$ cat config.mk
export PLATFORM = sky130hd
export DESIGN_NAME = filtro_iir_inverso
export DESIGN_NICKNAME = d
export VERILOG_FILES = /design/src/rtl/filtro_iir_inverso_pkg.sv /design/src/rtl/filtro_iir_inverso_sat_trunc.sv /design/src/rtl/filtro_iir_inverso.sv
export SDC_FILE = /design/constraint.sdc
export NUM_CORES = 1
export LEC_CHECK = 0
export BUFFER_PORTS_ARGS = -buffer_cell sky130_fd_sc_hd__buf_2
export CORE_MARGIN = 3
export CORE_UTILIZATION = 60
export CTS_BUF_LIST = sky130_fd_sc_hd__clkbuf_4 sky130_fd_sc_hd__clkbuf_8
export CTS_CLUSTER_SIZE = 10
export DETAILED_ROUTE_END_ITERATION = 10
export PLACE_DENSITY = 0.93
export SLEW_MARGIN = 20
export SYNTH_ARGS = -nofsm -noshare
export SYNTH_HDL_FRONTEND = slang
export SYNTH_SLANG_ARGS = --single-unit
export TNS_END_PERCENT = 1
$ cat constraint.sdc
create_clock -name clk -period 3.9 [get_ports clk]
set_clock_uncertainty 0.2 [all_clocks]
set_input_delay 0 -clock clk [delete_from_list [all_inputs] [get_ports clk]]
set_output_delay 0 -clock clk [all_outputs]
set_load 0.02 [all_outputs]
$ cat src/rtl/filtro_iir_inverso_pkg.sv
// Shared constants for the filtro FIR / inverse-FIR pair.
package filtro_iir_inverso_pkg;

  // FIR coefficients c = [-1, 1/2, -1/4, 1/8], expressed in units of 1/8
  localparam int FIR_C0_Q3    = -8;
  localparam int FIR_C1_Q3    = 4;
  localparam int FIR_C2_Q3    = -2;
  localparam int FIR_C3_Q3    = 1;
  // FIR output scale 1/2
  localparam int FIR_SCALE_SH = 1;

  // Inverse recurrence in 1/8 units: -16*y + 4*x1 - 2*x2 + x3, then >>> 3
  localparam int INV_SH_Y     = 4;
  localparam int INV_SH_X1    = 2;
  localparam int INV_SH_X2    = 1;
  localparam int INV_FRAC     = 3;

  // Accumulator wide enough that no partial sum can overflow
  function automatic int acc_width(input int wi, input int wo);
    return ((wi + 5) > (wo + 4)) ? (wi + 5) : (wo + 4);
  endfunction

endpackage

$ cat src/rtl/filtro_iir_inverso_sat_trunc.sv
// Signed saturating narrower: clamps IN_W-bit value into OUT_W-bit range.
module filtro_iir_inverso_sat_trunc #(
  parameter int IN_W  = 13,
  parameter int OUT_W = 8
) (
  input  logic [IN_W-1:0]  i_val,
  output logic [OUT_W-1:0] o_val,
  output logic             o_ovf
);

  localparam logic [OUT_W-1:0] MAX_V = {1'b0, {(OUT_W-1){1'b1}}};
  localparam logic [OUT_W-1:0] MIN_V = {1'b1, {(OUT_W-1){1'b0}}};

  logic [IN_W-OUT_W:0] top_bits;

  // in range only when all bits above the output sign bit copy the sign
  always_comb begin
    top_bits = i_val[IN_W-1:OUT_W-1];
    o_ovf    = ~((&top_bits) | ~(|top_bits));
    o_val    = i_val[OUT_W-1:0];
    if (o_ovf) o_val = i_val[IN_W-1] ? MIN_V : MAX_V;
  end

endmodule

$ cat src/rtl/filtro_iir_inverso.sv
// Inverse filter for the 4-tap filtro FIR: recovers x[n] from y[n] with a
// 3-tap recursion, single registered output stage and full handshakes.
module filtro_iir_inverso
  import filtro_iir_inverso_pkg::*;
#(
  parameter int WW_INPUT  = 8,
  parameter int WW_OUTPUT = 8
) (
  input  logic                 clk,
  input  logic                 i_srst,
  input  logic                 i_en,
  input  logic [WW_INPUT-1:0]  i_is_data,
  input  logic                 i_is_dv,
  output logic                 o_is_rfd,
  output logic [WW_OUTPUT-1:0] o_os_data,
  output logic                 o_os_dv,
  input  logic                 i_os_rfd,
  output logic                 o_sat
);

  localparam int ACC_W = acc_width(WW_INPUT, WW_OUTPUT);

  logic [WW_OUTPUT-1:0]    x1_q, x1_d, x2_q, x2_d, x3_q, x3_d, out_q, out_d;
  logic                    dv_q, dv_d, sat_q, sat_d;
  logic signed [ACC_W-1:0] y_ext, x1_ext, x2_ext, x3_ext, acc, acc_sh;
  logic [WW_OUTPUT-1:0]    x_new;
  logic                    ovf, acc_in, xfer_out;

  // accept when the output register is empty or draining this cycle
  assign o_is_rfd  = i_en & (~dv_q | i_os_rfd);
  assign o_os_dv   = dv_q & i_en;
  assign o_os_data = out_q;
  assign o_sat     = sat_q & i_en;
  assign acc_in    = i_is_dv & o_is_rfd;
  assign xfer_out  = o_os_dv & i_os_rfd;

  // recurrence in 1/8 units, then floor back to integer scale
  always_comb begin
    y_ext  = {{(ACC_W-WW_INPUT){i_is_data[WW_INPUT-1]}}, i_is_data};
    x1_ext = {{(ACC_W-WW_OUTPUT){x1_q[WW_OUTPUT-1]}}, x1_q};
    x2_ext = {{(ACC_W-WW_OUTPUT){x2_q[WW_OUTPUT-1]}}, x2_q};
    x3_ext = {{(ACC_W-WW_OUTPUT){x3_q[WW_OUTPUT-1]}}, x3_q};
    acc    = (x1_ext <<< INV_SH_X1) - (x2_ext <<< INV_SH_X2) + x3_ext
           - (y_ext <<< INV_SH_Y);
    acc_sh = acc >>> INV_FRAC;
  end

  filtro_iir_inverso_sat_trunc #(
    .IN_W  (ACC_W),
    .OUT_W (WW_OUTPUT)
  ) u_sat (
    .i_val (acc_sh),
    .o_val (x_new),
    .o_ovf (ovf)
  );

  // next state: load on accept (history keeps saturated values), drain on transfer
  always_comb begin
    x1_d  = x1_q;
    x2_d  = x2_q;
    x3_d  = x3_q;
    out_d = out_q;
    dv_d  = dv_q;
    sat_d = 1'b0;
    if (acc_in) begin
      out_d = x_new;
      dv_d  = 1'b1;
      x3_d  = x2_q;
      x2_d  = x1_q;
      x1_d  = x_new;
      sat_d = ovf;
    end else if (xfer_out) begin
      dv_d  = 1'b0;
    end
  end

  // state registers; reset wins over enable and handshakes
  always_ff @(posedge clk) begin
    if (i_srst) begin
      x1_q  <= '0;
      x2_q  <= '0;
      x3_q  <= '0;
      out_q <= '0;
      dv_q  <= 1'b0;
      sat_q <= 1'b0;
    end else begin
      x1_q  <= x1_d;
      x2_q  <= x2_d;
      x3_q  <= x3_d;
      out_q <= out_d;
      dv_q  <= dv_d;
      sat_q <= sat_d;
    end
  end

endmodule

==> out/results.tsv, run 1 <==
metric	value	unit
clock root buffer	clkbuf_4	
total grt overflow	0	
pre-CTS WS	0.2865	ns
count of cell types in the netlist	38	
DR WL/cell	13.80	um
die area	3893	um2
critical path class	reg -> reg	
DRT iter0 DRCs	71	
initial core utilization	0.6579	
area growth from synthesis to layout	11.48	%
Post-Route Utilization	0.7334	
Slew HR	0.5403	
filler instances	233	
Max IR drop VDD	0.0006453	V
Top Ports	24	
largest net degree at the start of global routing	23	
placed cells	269	
Non-Filler Cell Area, Final	2127	um2
Non-Filler Instances	277	
fmax	0.2739	GHz
worst-skew pair later-pin latency	0.32	ns
Buffers on Ports	23	
cell row count	19	
Die X	62.39	um
Worst-Margin Slew	0.6879	ns
Pleak	0.9196	nW
DR vias	1481	
global-route usage over all layers	0.2166	
drt first pass iters	4	
RSZ-0062 raised after global routing	no	
Final Power	1.924	mW
nets@finish	279	
Slew Limit Fails	0	
share of layout cells above drive strength 1	0.2000	
Worst Setup Start Kind	register	
Power per Cell Area	904.3	nW/um2
post-synthesis sequential area ratio	0.2623	
Hold WC Path Type	in -> out	
synthesized area	1908	um2
Synthesis Warnings	0	
total of max-cap violations	0	
Mapped Avg Cell Area	9.130	um2
dominant cell type by area after synthesis	dfxtp_1	
n_diodes	0	
Crit Path Max Fanout	7	
Post-synth top cells	35 x inv_1, 33 x nand2_1, 25 x dfxtp_1	
placed cell area	2053	um2
synthesis-stage register bit count	25	
Mapped Cells	209	
status	finished clean	
clock sink total	25	
final wirelength	3822	um
crit path time final	3.651	ns
vias in the first global route	1566	
Max clock buf depth	2	
Post-synth EDFFs	0	
setup violators final	0	
initial antenna violation count	0	
final worst path period share	0.9362	
Die Y	62.39	um
gpl congestion	0.7796	
setup TNS	0	ns
H-tree levels	1	
CTS clk-pin slew, worst paths	0.15	ns
CTS Buf Count	3	
via/cell ratio	5.347	
first-pass GRT wire length	6920	um
critical path capture point type	register	
ys async rst share	0	
Worst EP arrival	3.72	ns
Detail Route Antenna Nets	0	
Top FF cell, synth	dfxtp_1	
CTS tree	yes	
most frequent cell after synthesis	inv_1	
Min Hold Slack	0.1887	ns
Core ar.	2900	um2
Post-DP HPWL	2986	um
Hold Violations, Final	0	
Synth Net Count	252	
Req. time, crit path	3.97	ns
DRC viols	0	
area share of the largest cell type after synthesis	0.2623	
final worst slack	0.2489	ns
Synth area leaders	dfxtp_1 26%, fa_1 19%, ha_1 7.9%	
==> placed cells by master (no fill, tap or decap), types with 2 or more instances in the layout <==
cell type / count
nand3_2: 2
clkbuf_4: 3
nor2_1: 8
xor2_1: 3
o21bai_1: 2
dfxtp_1: 25
fa_1: 18
a21o_1: 2
o221a_1: 7
xnor2_1: 7
nand3_1: 4
buf_2: 23
and2_1: 3
a21oi_2: 5
dlygate4sd3_1: 4
a21oi_1: 17
inv_1: 35
nand2_1: 33
ha_1: 12
==> where the power goes <==
part	leakage [nW]	internal, mW	switching, mW	total [mW]
Sequential	0.203	0.299	0.0415	0.341
Clock	0.0139	0.0391	0.0830	0.122
Combinational	0.702	0.620	0.841	1.46
Total	0.920	0.958	0.965	1.92
==> final timing paths <==
check                                  from                        end  slack, ns  depth (start not counted)
setup / recovery  o_os_data[7]$_SDFFE_PP0P_  o_os_data[0]$_SDFFE_PP0P_       0.25                         12
hold / removal                         i_en                    o_os_dv       0.19                          3
setup reg to reg  o_os_data[7]$_SDFFE_PP0P_  o_os_data[0]$_SDFFE_PP0P_       0.25                         12
hold reg to reg        x3_q[1]$_SDFFE_PP0P_       x3_q[1]$_SDFFE_PP0P_       0.27                          2
==> cells by family after synthesis <==
kind of cell | after synthesis | synth area share
fa+ha+maj | 30 | 0.2675
xor+xnor | 11 | 0.05443
buf+inv | 42 | 0.08655
compound gates | 45 | 0.1915
flops | 25 | 0.2623
simple gates | 56 | 0.1377
==> critical path, cell delays in order (launching register included) <==
cell and delay, ns:
dfxtp_1 0.42, inv_1 0.14, fa_1 0.49, fa_1 0.51, inv_1 0.04, ha_1 0.38, nand3_1 0.18, nand4b_1 0.17
o221ai_2 0.12, xnor2_2 0.32, inv_2 0.06, o21ai_2 0.31, o221a_1 0.25
==> repair_timing <==
item,4_1_cts,5_1_grt
hold buffers,4,0
hold endpoints to repair,18,0
gates resized for setup,0,1
setup endpoints to repair,0,4
setup buffers,0,0
==> flip-flops by register name, summed over array words and instances (netlist names) <==
name / cells
dv_q: 1
o_os_data: 8
sat_q: 1
x2_q: 8
x3_q: 7
==> per-layer routing <==
metal / track usage / share of wire / up-vias
li1: - / - / 739
met1: 0.2658 / 0.44 / 710
met2: 0.4140 / 0.52 / 30
met4: 0.03306 / 0.0044 / 0
met3: 0.02338 / 0.029 / 2
met5: 0 / 0 / -
==> cell type report <==
type	instances	area (um2)	area share
Multi-Input combinational cell	142	1246	0.5859
Sequential cell	25	500.5	0.2353
Timing Repair Buffer	28	162.7	0.07647
Inverter	36	135.1	0.06353
Tap cell	42	52.55	0.02471
Clock buffer	3	22.52	0.01059
Clock inverter	1	7.507	0.003529
No activity file was read; power rests on OpenSTA's default activity.
==> inputs of run 2 (changes only) <==
--- a/config.mk
+++ b/config.mk
@@ -5,13 +5,14 @@
 export SDC_FILE = /design/constraint.sdc
 export NUM_CORES = 1
 export LEC_CHECK = 0
-export BUFFER_PORTS_ARGS = -buffer_cell sky130_fd_sc_hd__buf_2
+export BUFFER_PORTS_ARGS = -buffer_cell sky130_fd_sc_hd__clkbuf_2
 export CORE_MARGIN = 3
-export CORE_UTILIZATION = 60
-export CTS_BUF_LIST = sky130_fd_sc_hd__clkbuf_4 sky130_fd_sc_hd__clkbuf_8
+export CORE_UTILIZATION = 58
+export CTS_BUF_LIST = sky130_fd_sc_hd__clkbuf_16
 export CTS_CLUSTER_SIZE = 10
 export DETAILED_ROUTE_END_ITERATION = 10
-export PLACE_DENSITY = 0.93
+export PLACE_DENSITY = 0.91
+export REMOVE_ABC_BUFFERS = 1
 export SLEW_MARGIN = 20
 export SYNTH_ARGS = -nofsm -noshare
 export SYNTH_HDL_FRONTEND = slang
==> run 2 against run 1 <==
  * Die area rose by 3.1%
  * Via count fell by 1.6%
  * Clock-buffer cell count did not move
  * Critical path type unchanged
==> out/results.tsv, run 2 (same netlist as run 1, synthesis figures left out) <==
metric	value	unit	change
nets@finish	276		was 279
filler instances	271		was 233
RSZ-0062 raised after global routing	no		unchanged
Die X	63.36	um	was 62.39 um
cell row count	20		was 19
initial antenna violation count	0		unchanged
drt first pass iters	5		was 4
Top Ports	24		unchanged
DRT iter0 DRCs	49		was 71
Slew HR	0.4095		was 0.5403
Min Hold Slack	0.03924	ns	was 0.1887 ns
CP peak stage delay	0.52	ns	was 0.51 ns
Die Y	63.36	um	was 62.39 um
Hold Violations, Final	0		unchanged
CP delay by family, top	adder cells		unchanged
CP Buf/Inv Count	2		was 3
Max clock buf depth	2		unchanged
Worst-Margin Slew	0.8858	ns	was 0.6879 ns
post-CTS setup repair buffer count	0		unchanged
crit path time final	3.662	ns	was 3.651 ns
total grt overflow	0		unchanged
n_diodes	0		unchanged
setup TNS	0	ns	unchanged
FF-to-FF setup slack	0.24	ns	was 0.25 ns
most frequent cells in the layout	35 x inv_1, 33 x nand2_1, 25 x dfxtp_1		unchanged
DR WL/cell	13.58	um	was 13.80 um
Detail Route Antenna Nets	0		unchanged
clock root buffer	clkbuf_16		was clkbuf_4
DR vias	1457		was 1481
Slew Limit Fails	0		unchanged
Req. time, crit path	3.85	ns	was 3.97 ns
largest net degree at the start of global routing	24		was 23
global-route usage over all layers	0.2092		was 0.2166
CTS clk-pin slew, worst paths	0.06	ns	was 0.15 ns
Hold WC Path Type	in -> reg		was in -> out
Power per Cell Area	949.6	nW/um2	was 904.3 nW/um2
first-pass GRT wire length	6693	um	was 6920 um
Worst EP arrival	3.61	ns	was 3.72 ns
Buffers on Ports	23		unchanged
final worst slack	0.2384	ns	was 0.2489 ns
Worst Setup Start Kind	register		unchanged
Pleak	0.9267	nW	was 0.9196 nW
status	finished clean		unchanged
Gates resized, CTS repair	0		unchanged
fmax	0.2731	GHz	was 0.2739 GHz
setup violators final	0		unchanged
critical path class	reg -> reg		unchanged
share of layout cells above drive strength 1	0.1940		was 0.2000
worst path cell trace	inv_1 > fa_1 > fa_1 > inv_1 > ha_1 > a21oi_2 > o31ai_2 > nor3b_2 > or3_4 > a21oi_2 > o21ai_2 > o221a_1		was inv_1 > fa_1 > fa_1 > inv_1 > ha_1 > nand3_1 > nand4b_1 > o221ai_2 > xnor2_2 > inv_2 > o21ai_2 > o221a_1
clock sink total	25		unchanged
critical path capture point type	register		unchanged
DRC viols	0		unchanged
die area	4014	um2	was 3893 um2
gpl congestion	0.8763		was 0.7796
initial core utilization	0.6149		was 0.6579
final worst path period share	0.9389		was 0.9362
Crit-path slowest cell	fa_1		unchanged
H-tree levels	1		unchanged
Crit Path Max Fanout	7		unchanged
Core ar.	3103	um2	was 2900 um2
area growth from synthesis to layout	12.59	%	was 11.48%
vias in the first global route	1538		was 1566
worst-skew pair later-pin latency	0.26	ns	was 0.32 ns
pre-CTS WS	0.2285	ns	was 0.2865 ns
CTS tree	yes		unchanged
Post-DP HPWL	2940	um	was 2986 um
via/cell ratio	5.279		was 5.347
most common cell after layout, fill and taps aside	inv_1		unchanged
total of max-cap violations	0		unchanged
final wirelength	3747	um	was 3822 um
CTS Buf Count	3		unchanged
Post-Route Utilization	0.6923		was 0.7334
Hold Buf Count CTS	2		was 4
Max IR drop VDD	0.0005592	V	was 0.0006453 V
-- run 2: cell types whose count changed in the layout (fill, tap and decap cells not counted), sizes merged --
cell / change
dlygate4sd3: -2
buf: -24
clkinvlp: -1
clkbuf: +23
clkinv: +1
-- run 2: cell type report --
class / instances / area (um2) / share of cell area
Clock inverter: 1 / 5.005 / 0.002330
Tap cell: 44 / 55.05 / 0.02563
Timing Repair Buffer: 25 / 135.1 / 0.06290
Clock buffer: 3 / 75.07 / 0.03494
Multi-Input combinational cell: 142 / 1242 / 0.5783
Inverter: 36 / 135.1 / 0.06290
Sequential cell: 25 / 500.5 / 0.2330
-- run 2: per-layer routing --
metal,global-route usage,share of wire,routed length [um]
met1,0.2608,0.45,1689
met2,0.3651,0.50,1889
met3,0.02496,0.030,113
met4,0.08356,0.015,55
met5,0,0,0
-- run 2: power by group --
group / internal [mW] / switching, mW
sequential: 0.299 / 0.0440
clock: 0.138 / 0.0904
combinational: 0.617 / 0.851
total: 1.05 / 0.986
-- run 2: per-stage QoR --
stage	total power, mW	cells	instance area [um2]
3_5_place_dp	1.805	270	2048
2_1_floorplan	1.538	203	1878
3_3_place_gp	1.743	270	2048
6_report	2.040	276	2148
5_1_grt	2.231	276	2148
4_1_cts	2.051	276	2148
-- run 2: worst paths after layout --
check,startpoint,to,depth (start not counted)
min reg2reg,x3_q[6]$_SDFFE_PP0P_,x3_q[6]$_SDFFE_PP0P_,2
max,o_os_data[2]$_SDFFE_PP0P_,o_os_data[3]$_SDFFE_PP0P_,12
min,i_srst,x2_q[4]$_SDFFE_PP0P_,2
max reg2reg,o_os_data[2]$_SDFFE_PP0P_,o_os_data[3]$_SDFFE_PP0P_,12
==> inputs of run 3 (changes only) <==
--- a/config.mk
+++ b/config.mk
@@ -11,7 +11,7 @@
 export CTS_BUF_LIST = sky130_fd_sc_hd__clkbuf_16
 export CTS_CLUSTER_SIZE = 10
 export DETAILED_ROUTE_END_ITERATION = 10
-export PLACE_DENSITY = 0.91
+export PLACE_DENSITY = 0.78
 export REMOVE_ABC_BUFFERS = 1
 export SLEW_MARGIN = 20
 export SYNTH_ARGS = -nofsm -noshare
==> run 3 against run 2 <==
  * Critical path depth is the same
  * Maximum frequency shrank 0.57%
  * Power grew 0.22%
  * Setup slack lost 0.021 ns
  * Core utilization grew 0.32 points
  * Clock-buffer cell count is the same
  * Design area grew 0.47%
  * Sequential cell count is the same
  * Register-to-register slack lost 0.02 ns
  * Combinational power is essentially flat
  * Sequential power is essentially flat
  * Cell count grew 0.36%
  * Largest cell class unchanged
==> out/results.tsv, run 3 (same netlist as run 1, synthesis figures left out) <==
metric	value	unit	change
status	finished clean		unchanged
sequential share of power	0.167		was 0.168
crit path time final	3.683	ns	was 3.662 ns
Internal	1.052	mW	was 1.055 mW
Detail Route Antenna Nets	0		unchanged
Min-Delay Endpoint	o_os_data[7]$_SDFFE_PP0P_		was x2_q[4]$_SDFFE_PP0P_
critical path class	reg -> reg		unchanged
CP peak stage delay	0.52	ns	about the same
first-pass GRT wire length	6465	um	was 6693 um
endpoint of the most critical register-to-register path	o_os_data[1]$_SDFFE_PP0P_		was o_os_data[3]$_SDFFE_PP0P_
Pleak	0.9281	nW	was 0.9267 nW
gpl congestion	0.8568		was 0.8763
Hold Violations, Final	0		unchanged
global-route usage over all layers	0.2005		was 0.2092
Combinational Power Share	0.720		about the same
Power per Cell Area	947.3	nW/um2	was 949.6 nW/um2
Hold Crit Depth	2		unchanged
CP delay by family, top	adder cells		unchanged
CTS clk-pin slew, worst paths	0.07	ns	was 0.06 ns
Worst-Margin Slew	0.6704	ns	was 0.8858 ns
worst path cell trace	inv_1 > fa_1 > fa_1 > inv_1 > ha_1 > a21oi_2 > o22ai_2 > o41ai_2 > xnor2_1 > nand3_2 > a21oi_4 > o221a_1		was inv_1 > fa_1 > fa_1 > inv_1 > ha_1 > a21oi_2 > o31ai_2 > nor3b_2 > or3_4 > a21oi_2 > o21ai_2 > o221a_1
area growth from synthesis to layout	13.11	%	was 12.59%
setup TNS	0	ns	unchanged
Hold WC Path Type	in -> reg		unchanged
H-tree levels	1		unchanged
FF-to-FF setup slack	0.22	ns	was 0.24 ns
CTS Buf Count	3		unchanged
Req. time, crit path	3.90	ns	was 3.85 ns
hold path start	i_srst		unchanged
total of max-cap violations	0		unchanged
die area	4014	um2	unchanged
DR vias	1442		was 1457
drt first pass iters	4		was 5
clock root buffer	clkbuf_16		unchanged
clock sink total	25		unchanged
Buffers on Ports	23		unchanged
Crit-path slowest cell	fa_1		unchanged
fmax	0.2715	GHz	was 0.2731 GHz
Reg2Reg Depth	12		unchanged
Die Y	63.36	um	unchanged
Gates resized, CTS repair	0		unchanged
Max IR drop VDD	0.0005500	V	was 0.0005592 V
Post-DP HPWL	2835	um	was 2940 um
Worst Setup Start Kind	register		unchanged
most common cell after layout, fill and taps aside	inv_1		unchanged
DRT iter0 DRCs	45		was 49
cell row count	20		unchanged
share of layout cells above drive strength 1	0.1974		was 0.1940
initial antenna violation count	0		unchanged
RSZ-0062 raised after global routing	no		unchanged
initial core utilization	0.6149		unchanged
Slew Limit Fails	0		unchanged
most frequent cells in the layout	35 x inv_1, 33 x nand2_1, 25 x dfxtp_1		unchanged
Sw Ratio	0.4854		was 0.4831
DRC viols	0		unchanged
Worst EP arrival	3.69	ns	was 3.61 ns
Non-Filler Cell Area, Final	2158	um2	was 2148 um2
Crit Path Max Fanout	7		unchanged
final wirelength	3688	um	was 3747 um
vias in the first global route	1421		was 1538
worst-skew pair later-pin latency	0.26	ns	about the same
largest net degree at the start of global routing	23		was 24
DR WL/cell	13.31	um	was 13.58 um
CTS tree	yes		unchanged
critical path capture point type	register		unchanged
final worst path period share	0.9443		was 0.9389
Top Ports	24		unchanged
switching power	0.9924	mW	was 0.9855 mW
Core ar.	3103	um2	unchanged
via/cell ratio	5.206		was 5.279
placed cell area	2056	um2	was 2048 um2
CP Buf/Inv Count	2		unchanged
n_diodes	0		unchanged
total grt overflow	0		unchanged
Slew HR	0.5520		was 0.4095
worst r2r src	o_os_data[2]$_SDFFE_PP0P_		unchanged
Die X	63.36	um	unchanged
Clock power frac	0.113		was 0.112
nets@finish	277		was 276
Max clock buf depth	2		unchanged
setup violators final	0		unchanged
==> run 3: cell types whose count changed in the layout (fill, tap and decap cells not counted), sizes merged <==
cell      before  now
clkinvlp       0    1
clkinv         1    0
buf            0    1
==> run 3: layout make-up <==
| cell class | instances | area (um2) |
|---|---|---|
| tap | 44 | 55.05 |
| clock buffer | 3 | 75.07 |
| multi-input combinational | 142 | 1242 |
| fill | 270 | 944.7 |
| sequential | 25 | 500.5 |
| clock inverter | 1 | 7.507 |
| inverter | 36 | 135.1 |
| timing repair buffer | 26 | 142.6 |
==> run 3: stage by stage <==
step                      utilization  power [mW]  hold slack [ns]  setup slack (ns)  instances
after CTS                      0.6956       2.050          0.02043            0.2444        277
after global placement         0.6625       1.753          0.08327            0.2951        271
after floorplan                     -       1.538          -0.1309            0.3450        203
final                          0.6956       2.045          0.01378            0.2173        277
after detailed placement       0.6625       1.797           0.1036            0.2813        271
after global routing           0.6956       2.231          0.04371           0.01668        277
==> run 3: routing by layer <==
| layer | part of all wire | track usage |
|---|---|---|
| met3 | 0.028 | 0.03922 |
| met5 | 0 | 0 |
| met1 | 0.46 | 0.2619 |
| met4 | 0.0035 | 0.02965 |
| met2 | 0.51 | 0.3494 |
==> run 3: power groups by stage <==
stage	combinational (mW)	clock [mW]	sequential [mW]
2_1_floorplan	1.16	0	0.375
3_3_place_gp	1.41	0	0.346
3_5_place_dp	1.45	0	0.347
4_1_cts	1.47	0.237	0.342
5_1_grt	1.63	0.246	0.350
6_report	1.47	0.232	0.341
==> run 3: how the worst max path moves through the flow <==
stage | to | cells past startpoint | start
after floorplan | o_os_data[0]$_SDFFE_PP0P_ | 12 | o_os_data[2]$_SDFFE_PP0P_
after CTS | o_os_data[1]$_SDFFE_PP0P_ | 12 | o_os_data[4]$_SDFFE_PP0P_
after detailed placement | o_os_data[0]$_SDFFE_PP0P_ | 12 | o_os_data[2]$_SDFFE_PP0P_
after global routing | o_os_data[6]$_SDFFE_PP0P_ | 12 | o_os_data[2]$_SDFFE_PP0P_
after global placement | o_os_data[6]$_SDFFE_PP0P_ | 12 | o_os_data[2]$_SDFFE_PP0P_
final | o_os_data[1]$_SDFFE_PP0P_ | 12 | o_os_data[2]$_SDFFE_PP0P_
==> run 3: repair_timing <==
action	in CTS	in global routing
hold endpoints to repair	1	0
buffers inserted	0	0
hold buffers	2	0
==> run 3: worst reg2reg max path, cell delays in order (launching register included) <==
cell and delay (ns):
dfxtp_1 0.38, inv_1 0.07, fa_1 0.49, fa_1 0.52, inv_1 0.06, ha_1 0.37
a21oi_2 0.22, o22ai_2 0.15, o41ai_2 0.29, xnor2_1 0.24, nand3_2 0.16, a21oi_4 0.28
o221a_1 0.21
